$ cat src/rtl/lcd_hd44780_ctrl_if.sv
// Byte-write handshake between application logic and the HD44780 controller.
// The requester holds in_valid with in_rs/in_data until it sees in_ready at a clock edge.
interface lcd_hd44780_ctrl_if;
  logic       in_valid;
  logic       in_rs;
  logic [7:0] in_data;
  logic       in_ready;

  modport master (output in_valid, output in_rs, output in_data, input in_ready);
  modport slave  (input in_valid, input in_rs, input in_data, output in_ready);
endinterface

$ cat src/rtl/lcd_hd44780_ctrl.sv
// HD44780 8-bit controller: power-up wait, 8-step init sequence, then timed
// command/data writes (setup, E pulse, hold, execution wait) from a valid/ready port.
module lcd_hd44780_ctrl #(
  parameter int unsigned CLK_HZ     = 50_000_000,
  parameter int unsigned POWERUP_US = 20000,
  parameter int unsigned INIT1_US   = 4100,
  parameter int unsigned INIT2_US   = 100,
  parameter int unsigned CMD_US     = 40,
  parameter int unsigned CLEAR_US   = 1640,
  parameter int unsigned SETUP_CYC  = 2,
  parameter int unsigned E_CYC      = 25,
  parameter int unsigned HOLD_CYC   = 2,
  parameter bit          TWO_LINE   = 1'b1,
  parameter bit          CURSOR     = 1'b0
) (
  input  logic               clk,
  input  logic               rst,
  lcd_hd44780_ctrl_if.slave  host,
  output logic               init_done,
  output logic               lcd_rs,
  output logic               lcd_e,
  output logic [7:0]         lcd_db
);

  localparam int unsigned CYC_US = (CLK_HZ / 1_000_000 < 1) ? 1 : CLK_HZ / 1_000_000;

  // Counter reload values are (N-1): a state lasts N cycles and exits on zero.
  localparam logic [31:0] PWR_LD   = 32'(POWERUP_US * CYC_US - 1);
  localparam logic [31:0] INIT1_LD = 32'(INIT1_US * CYC_US - 1);
  localparam logic [31:0] INIT2_LD = 32'(INIT2_US * CYC_US - 1);
  localparam logic [31:0] CMD_LD   = 32'(CMD_US * CYC_US - 1);
  localparam logic [31:0] CLEAR_LD = 32'(CLEAR_US * CYC_US - 1);
  localparam logic [31:0] SETUP_LD = 32'(SETUP_CYC - 1);
  localparam logic [31:0] E_LD     = 32'(E_CYC - 1);
  localparam logic [31:0] HOLD_LD  = 32'(HOLD_CYC - 1);

  localparam logic [7:0] FUNC_SET = TWO_LINE ? 8'h38 : 8'h30;
  localparam logic [7:0] DISP_ON  = CURSOR ? 8'h0E : 8'h0C;

  typedef enum logic [2:0] {
    PWR_WAIT, INIT_LOAD, SETUP, PULSE, HOLD, EXEC_WAIT, IDLE
  } state_t;

  state_t      state;
  logic [31:0] cnt;
  logic [2:0]  idx;
  logic        ready;

  assign host.in_ready = ready;

  function automatic logic [7:0] init_byte(input logic [2:0] i);
    logic [7:0] b;
    case (i)
      3'd3:    b = FUNC_SET;
      3'd4:    b = 8'h08;
      3'd5:    b = 8'h01;
      3'd6:    b = 8'h06;
      3'd7:    b = DISP_ON;
      default: b = 8'h30;
    endcase
    return b;
  endfunction

  // The first two wake-up bytes need the long datasheet delays; clear/home are slow.
  function automatic logic [31:0] exec_load(input logic init_phase, input logic [2:0] i,
                                            input logic rs, input logic [7:0] db);
    logic [31:0] ld;
    if (init_phase && i == 3'd0)
      ld = INIT1_LD;
    else if (init_phase && i == 3'd1)
      ld = INIT2_LD;
    else if (!rs && (db == 8'h01 || db == 8'h02 || db == 8'h03))
      ld = CLEAR_LD;
    else
      ld = CMD_LD;
    return ld;
  endfunction

  always_ff @(posedge clk) begin
    if (rst) begin
      state     <= PWR_WAIT;
      cnt       <= PWR_LD;
      idx       <= 3'd0;
      init_done <= 1'b0;
      ready     <= 1'b0;
      lcd_e     <= 1'b0;
      lcd_rs    <= 1'b0;
      lcd_db    <= 8'h00;
    end else begin
      case (state)
        PWR_WAIT: begin
          if (cnt == 32'd0) state <= INIT_LOAD;
          else              cnt   <= cnt - 32'd1;
        end
        INIT_LOAD: begin
          lcd_rs <= 1'b0;
          lcd_db <= init_byte(idx);
          cnt    <= SETUP_LD;
          state  <= SETUP;
        end
        SETUP: begin
          if (cnt == 32'd0) begin
            lcd_e <= 1'b1;
            cnt   <= E_LD;
            state <= PULSE;
          end else cnt <= cnt - 32'd1;
        end
        PULSE: begin
          if (cnt == 32'd0) begin
            lcd_e <= 1'b0;
            cnt   <= HOLD_LD;
            state <= HOLD;
          end else cnt <= cnt - 32'd1;
        end
        HOLD: begin
          if (cnt == 32'd0) begin
            cnt   <= exec_load(!init_done, idx, lcd_rs, lcd_db);
            state <= EXEC_WAIT;
          end else cnt <= cnt - 32'd1;
        end
        EXEC_WAIT: begin
          if (cnt == 32'd0) begin
            if (!init_done && idx != 3'd7) begin
              idx   <= idx + 3'd1;
              state <= INIT_LOAD;
            end else begin
              init_done <= 1'b1;
              ready     <= 1'b1;
              state     <= IDLE;
            end
          end else cnt <= cnt - 32'd1;
        end
        IDLE: begin
          if (host.in_valid) begin
            lcd_rs <= host.in_rs;
            lcd_db <= host.in_data;
            ready  <= 1'b0;
            cnt    <= SETUP_LD;
            state  <= SETUP;
          end
        end
        default: state <= PWR_WAIT;
      endcase
    end
  end

endmodule
$ cat src/flat_wrapper.sv
// flat-port wrapper written by rule: the top's interface ports become plain ports
module lcd_hd44780_ctrl_flat 
#(
  parameter int unsigned CLK_HZ     = 50_000_000,
  parameter int unsigned POWERUP_US = 20000,
  parameter int unsigned INIT1_US   = 4100,
  parameter int unsigned INIT2_US   = 100,
  parameter int unsigned CMD_US     = 40,
  parameter int unsigned CLEAR_US   = 1640,
  parameter int unsigned SETUP_CYC  = 2,
  parameter int unsigned E_CYC      = 25,
  parameter int unsigned HOLD_CYC   = 2,
  parameter bit          TWO_LINE   = 1'b1,
  parameter bit          CURSOR     = 1'b0
)
  (clk, rst, init_done, lcd_rs, lcd_e, lcd_db, host_in_valid, host_in_rs, host_in_data, host_in_ready);
  lcd_hd44780_ctrl_if host_i ();
  input  logic clk;
  input  logic rst;
  output logic init_done;
  output logic lcd_rs;
  output logic lcd_e;
  output logic [7:0] lcd_db;
  input wire logic [$bits(host_i.in_valid)-1:0] host_in_valid;
  input wire logic [$bits(host_i.in_rs)-1:0] host_in_rs;
  input wire logic [$bits(host_i.in_data)-1:0] host_in_data;
  output wire logic [$bits(host_i.in_ready)-1:0] host_in_ready;
  assign host_i.in_valid = host_in_valid;
  assign host_i.in_rs = host_in_rs;
  assign host_i.in_data = host_in_data;
  assign host_in_ready = host_i.in_ready;
  lcd_hd44780_ctrl #(.CLK_HZ(CLK_HZ), .POWERUP_US(POWERUP_US), .INIT1_US(INIT1_US), .INIT2_US(INIT2_US), .CMD_US(CMD_US), .CLEAR_US(CLEAR_US), .SETUP_CYC(SETUP_CYC), .E_CYC(E_CYC), .HOLD_CYC(HOLD_CYC), .TWO_LINE(TWO_LINE), .CURSOR(CURSOR)) u_core (.clk(clk), .rst(rst), .host(host_i), .init_done(init_done), .lcd_rs(lcd_rs), .lcd_e(lcd_e), .lcd_db(lcd_db));
endmodule
$ cat config.mk
export PLATFORM = sky130hd
export DESIGN_NAME = lcd_hd44780_ctrl_flat
export DESIGN_NICKNAME = d
export VERILOG_FILES = /design/src/rtl/lcd_hd44780_ctrl_if.sv /design/src/rtl/lcd_hd44780_ctrl.sv /design/src/flat_wrapper.sv
export SDC_FILE = /design/constraint.sdc
export NUM_CORES = 1
export LEC_CHECK = 0
export ABC_AREA = 1
export CAP_MARGIN = 0
export CORE_MARGIN = 2
export CORE_UTILIZATION = 60
export DETAILED_ROUTE_END_ITERATION = 8
export GPL_TIMING_DRIVEN = 0
export HOLD_SLACK_MARGIN = 0.03
export PLACE_DENSITY = 0.81
export SYNTH_ARGS = -nofsm -noshare
export SYNTH_HDL_FRONTEND = slang
export SYNTH_SLANG_ARGS = --single-unit
$ cat constraint.sdc
create_clock -name clk -period 3.86 [get_ports clk]
set_input_delay 0.772 -clock clk [delete_from_list [all_inputs] [get_ports clk]]
set_output_delay 0.772 -clock clk [all_outputs]
set_load 0.05 [all_outputs]
==> results.toml <==
[critical_path]
rr_worst_depth = 12
r2r_slack_ns = 1.79
cp_num_buf_inv = 1
cp.arrival_ns = 1.52
crit_chain = "clkdlybuf4s50_1"
cpPeakStageDelay_ns = 0.82
crit_type = "reg -> out"
required_ns = 3.09
crit_family = "buffers and inverters"
critPathCaptureType = "output port"
slowest_stage = "clkdlybuf4s50_1"
crit_path_start_kind = "register"
critPathMaxFanout = 3
reg2reg_from = "u_core.cnt[0]"
rr_endpoint = "u_core.cnt[30]"

[power_and_ir_drop]
leakage_nw = 1.68
pwr_density_cell_nw_per_um2 = 235
vdd_drop_max_v = 0.000295

[route]
drt_pre_antenna_iters = 5
drt-initial-drc-count = 277
avgViaCountPerCell = 5.49
wl_mm = 8.73
num_vias = 3482
routedWlPerCell_um = 13.8
drcViolationCount = 0
ant_nets = 0

[clock_network]
cts_resized = 0
cts_made_buffers = 5
root_buffer = "clkbuf_8"
ctsHoldBuffers = 0
clockBufferDepth = 2
h-tree-depth = 2
clk_latency_ns = 0.32
cts_sinks = 50
cts_tree = "done"
clk_pin_slew_ns = 0.10
cts_setup_buffers = 0

[cells_and_area]
drive_above_1_share_pct = 8.54
fin_nets = 580
area_growth_pct = 12.4
diodes = 0
final_cell_area_um2 = 3810
nFillCells = 513

[synth]
async_flop_share_pct = 0
synth_largest_area_cell = "dfxtp_1"
synth-seq-cells = 50
synth_enable_flop_cells = 0
synthCells = 531
postSynthAreaPerCell_um2 = 6.38
ys_seq_area_share_pct = 29.6
synthesis.area_um2 = 3390
ys_top_cells_by_area = "dfxtp_1 (30%), nand2_1 (16%), nor2_1 (9.3%), nand3_1 (6.1%), inv_1 (5.5%)"
synth.net_count = 550
yosysTopAreaCellShare_pct = 29.6
ys_warn_count = 0
synth_ff_type = "dfxtp_1"
yosys.cell_types.count = 39

[die]
ios = 24
row_count = 27
die_x_um = 79.1
die_h_um = 79.1
dieArea_um2 = 6260
initial_core_util_pct = 61.9
core_um2 = 5470

[min_path]
min_to = "u_core.host.in_ready"
hold_start = "u_core.host.in_ready"
whs_path_depth = 2
hold_path.class = "reg -> reg"

[timing]
slew_headroom_pct = 60.8
worst_pin_slew_ns = 0.588
fin_crit_ns = 2.29
drv_slew = 0
rsz0062_at_grt = "false"
fin_setup_tns_ns = 0
timing.final.crit_share_pct = 59.5
setup_viol = 0
fmax_mhz = 436
skew_ns = 0.00896
finalHoldViolCount = 0

[grt]
grt_pass1_vias = 3291
grtUsageTotal_pct = 29.1
grt_max_degree = 17
grtUsageMet2_pct = 48.7
grt_first_pass_wirelength_mm = 14.6
met1_usage_pct = 37.0
grt_overflow = 0
grt-busiest-layer = "met2"
antenna_found_initial = 0
use_met3_pct = 3.64

[placed_design]
gp_congestion = 0.942
port_buffers = 23
hpwlAfterDp_mm = 6.67
place_area_um2 = 3710

[flow_run]
cap_violations = 0

[outcome]
status = "completed"
[worst max path at each step]
stage                endpoint  cells past startpoint              from  slack (ns)
2_1_floorplan  u_core.cnt[21]                     12     u_core.cnt[0]        2.10
3_3_place_gp    u_core.cnt[2]                      9     host_in_valid        1.50
3_5_place_dp    u_core.cnt[2]                      9     host_in_valid        1.49
4_1_cts             lcd_db[2]                      1  u_core.lcd_db[2]        1.55
5_1_grt             lcd_db[2]                      1  u_core.lcd_db[2]        1.51
6_report            lcd_db[2]                      1  u_core.lcd_db[2]        1.57
[cell usage after synthesis (6+ instances only)]
cell      count
nor2_2        7
xor2_1       13
nor2_1       84
dfxtp_1      50
ha_1          7
o211ai_1      6
nand2_1     141
a21oi_1      34
nor3_1       10
o21ai_0      26
inv_1        50
nand3_1      41
[cells by family (layout without fill, tap and decap cells)]
family                     after synthesis  count (layout)  share of synthesized area, %
adders and majority gates                7               7                          2.59
and+or+nand+nor                        311             311                          41.5
buffers and inverters                   67              98                          8.87
AOI/OAI and AO/OA                       79              79                          13.0
xor gates and xnor gates                17              17                          4.40
DFF                                     50              50                          29.6
[state kept, by name, indices dropped and copies added, names as in the netlist]
register / flops
u_core.cnt: 32
u_core.host.in_ready: 1
u_core.idx: 3
u_core.init_done: 1
u_core.lcd_db: 8
u_core.lcd_e: 1
u_core.lcd_rs: 1
u_core.state: 3
[placed cells by master, fill, tap and decap left out, types with 3 or more instances in the layout]
cell             Yosys  layout
clkbuf_1             3       3
nor2_2               7       7
inv_1               50      50
clkdlybuf4s50_1      0      23
nand4_1              4       4
nand2_2              5       5
inv_2                3       3
nand2_4              4       4
nor2_1              84      84
xnor2_1              4       4
o21bai_1             3       3
o21ai_0             26      26
a31oi_1              3       3
buf_6                5       5
clkbuf_8             0       6
dfxtp_1             50      50
nor3_1              10      10
nor2_4               5       5
buf_2                3       3
nand3_1             41      41
xor2_1              13      13
a21oi_1             34      34
nand2_1            141     141
ha_1                 7       7
o211ai_1             6       6
[power by group]
part	switching (W)	internal, W
Clock	0.000192	0.000148
Sequential	0.00000281	0.000518
Combinational	0.0000185	0.0000170
[per-stage QoR]
step | setup WS (ns) | util [%] | instances | hold slack, ns | total power, W
final | 1.57 | 69.5 | 634 | 0.474 | 0.000896
after global routing | 1.51 | 69.5 | 634 | 0.505 | 0.000926
after floorplan | 2.10 | - | 531 | 0.463 | 0.000550
after global placement | 1.50 | 67.7 | 626 | 0.457 | 0.000567
after CTS | 1.55 | 69.5 | 634 | 0.475 | 0.000901
after detailed placement | 1.49 | 67.7 | 626 | 0.457 | 0.000568
[tightest hold or removal path: cells and delay by family (launching register included)]
kind / cells / cell delay, ns
DFF: 1 / 0.32
and+or+nand+nor: 1 / 0.06
AOI/OAI and AO/OA: 1 / 0.06
[layer usage]
layer  part of all wire, %  up-vias
met5                     0        -
met4                   3.0        0
met3                   4.8       23
met2                    47      121
met1                    45     1568
li1                      -     1770
[final cells by class]
class	count	area, um2	area share, %
clock inverter	2	17.5	0.460
buffer	13	97.6	2.56
inverter	54	203	5.33
tap	72	90.1	2.37
multi-input combinational	414	2080	54.8
sequential	50	1000	26.3
clock buffer	6	82.6	2.17
timing repair buffer	23	230	6.05
Power figures use the tool's default switching activity.
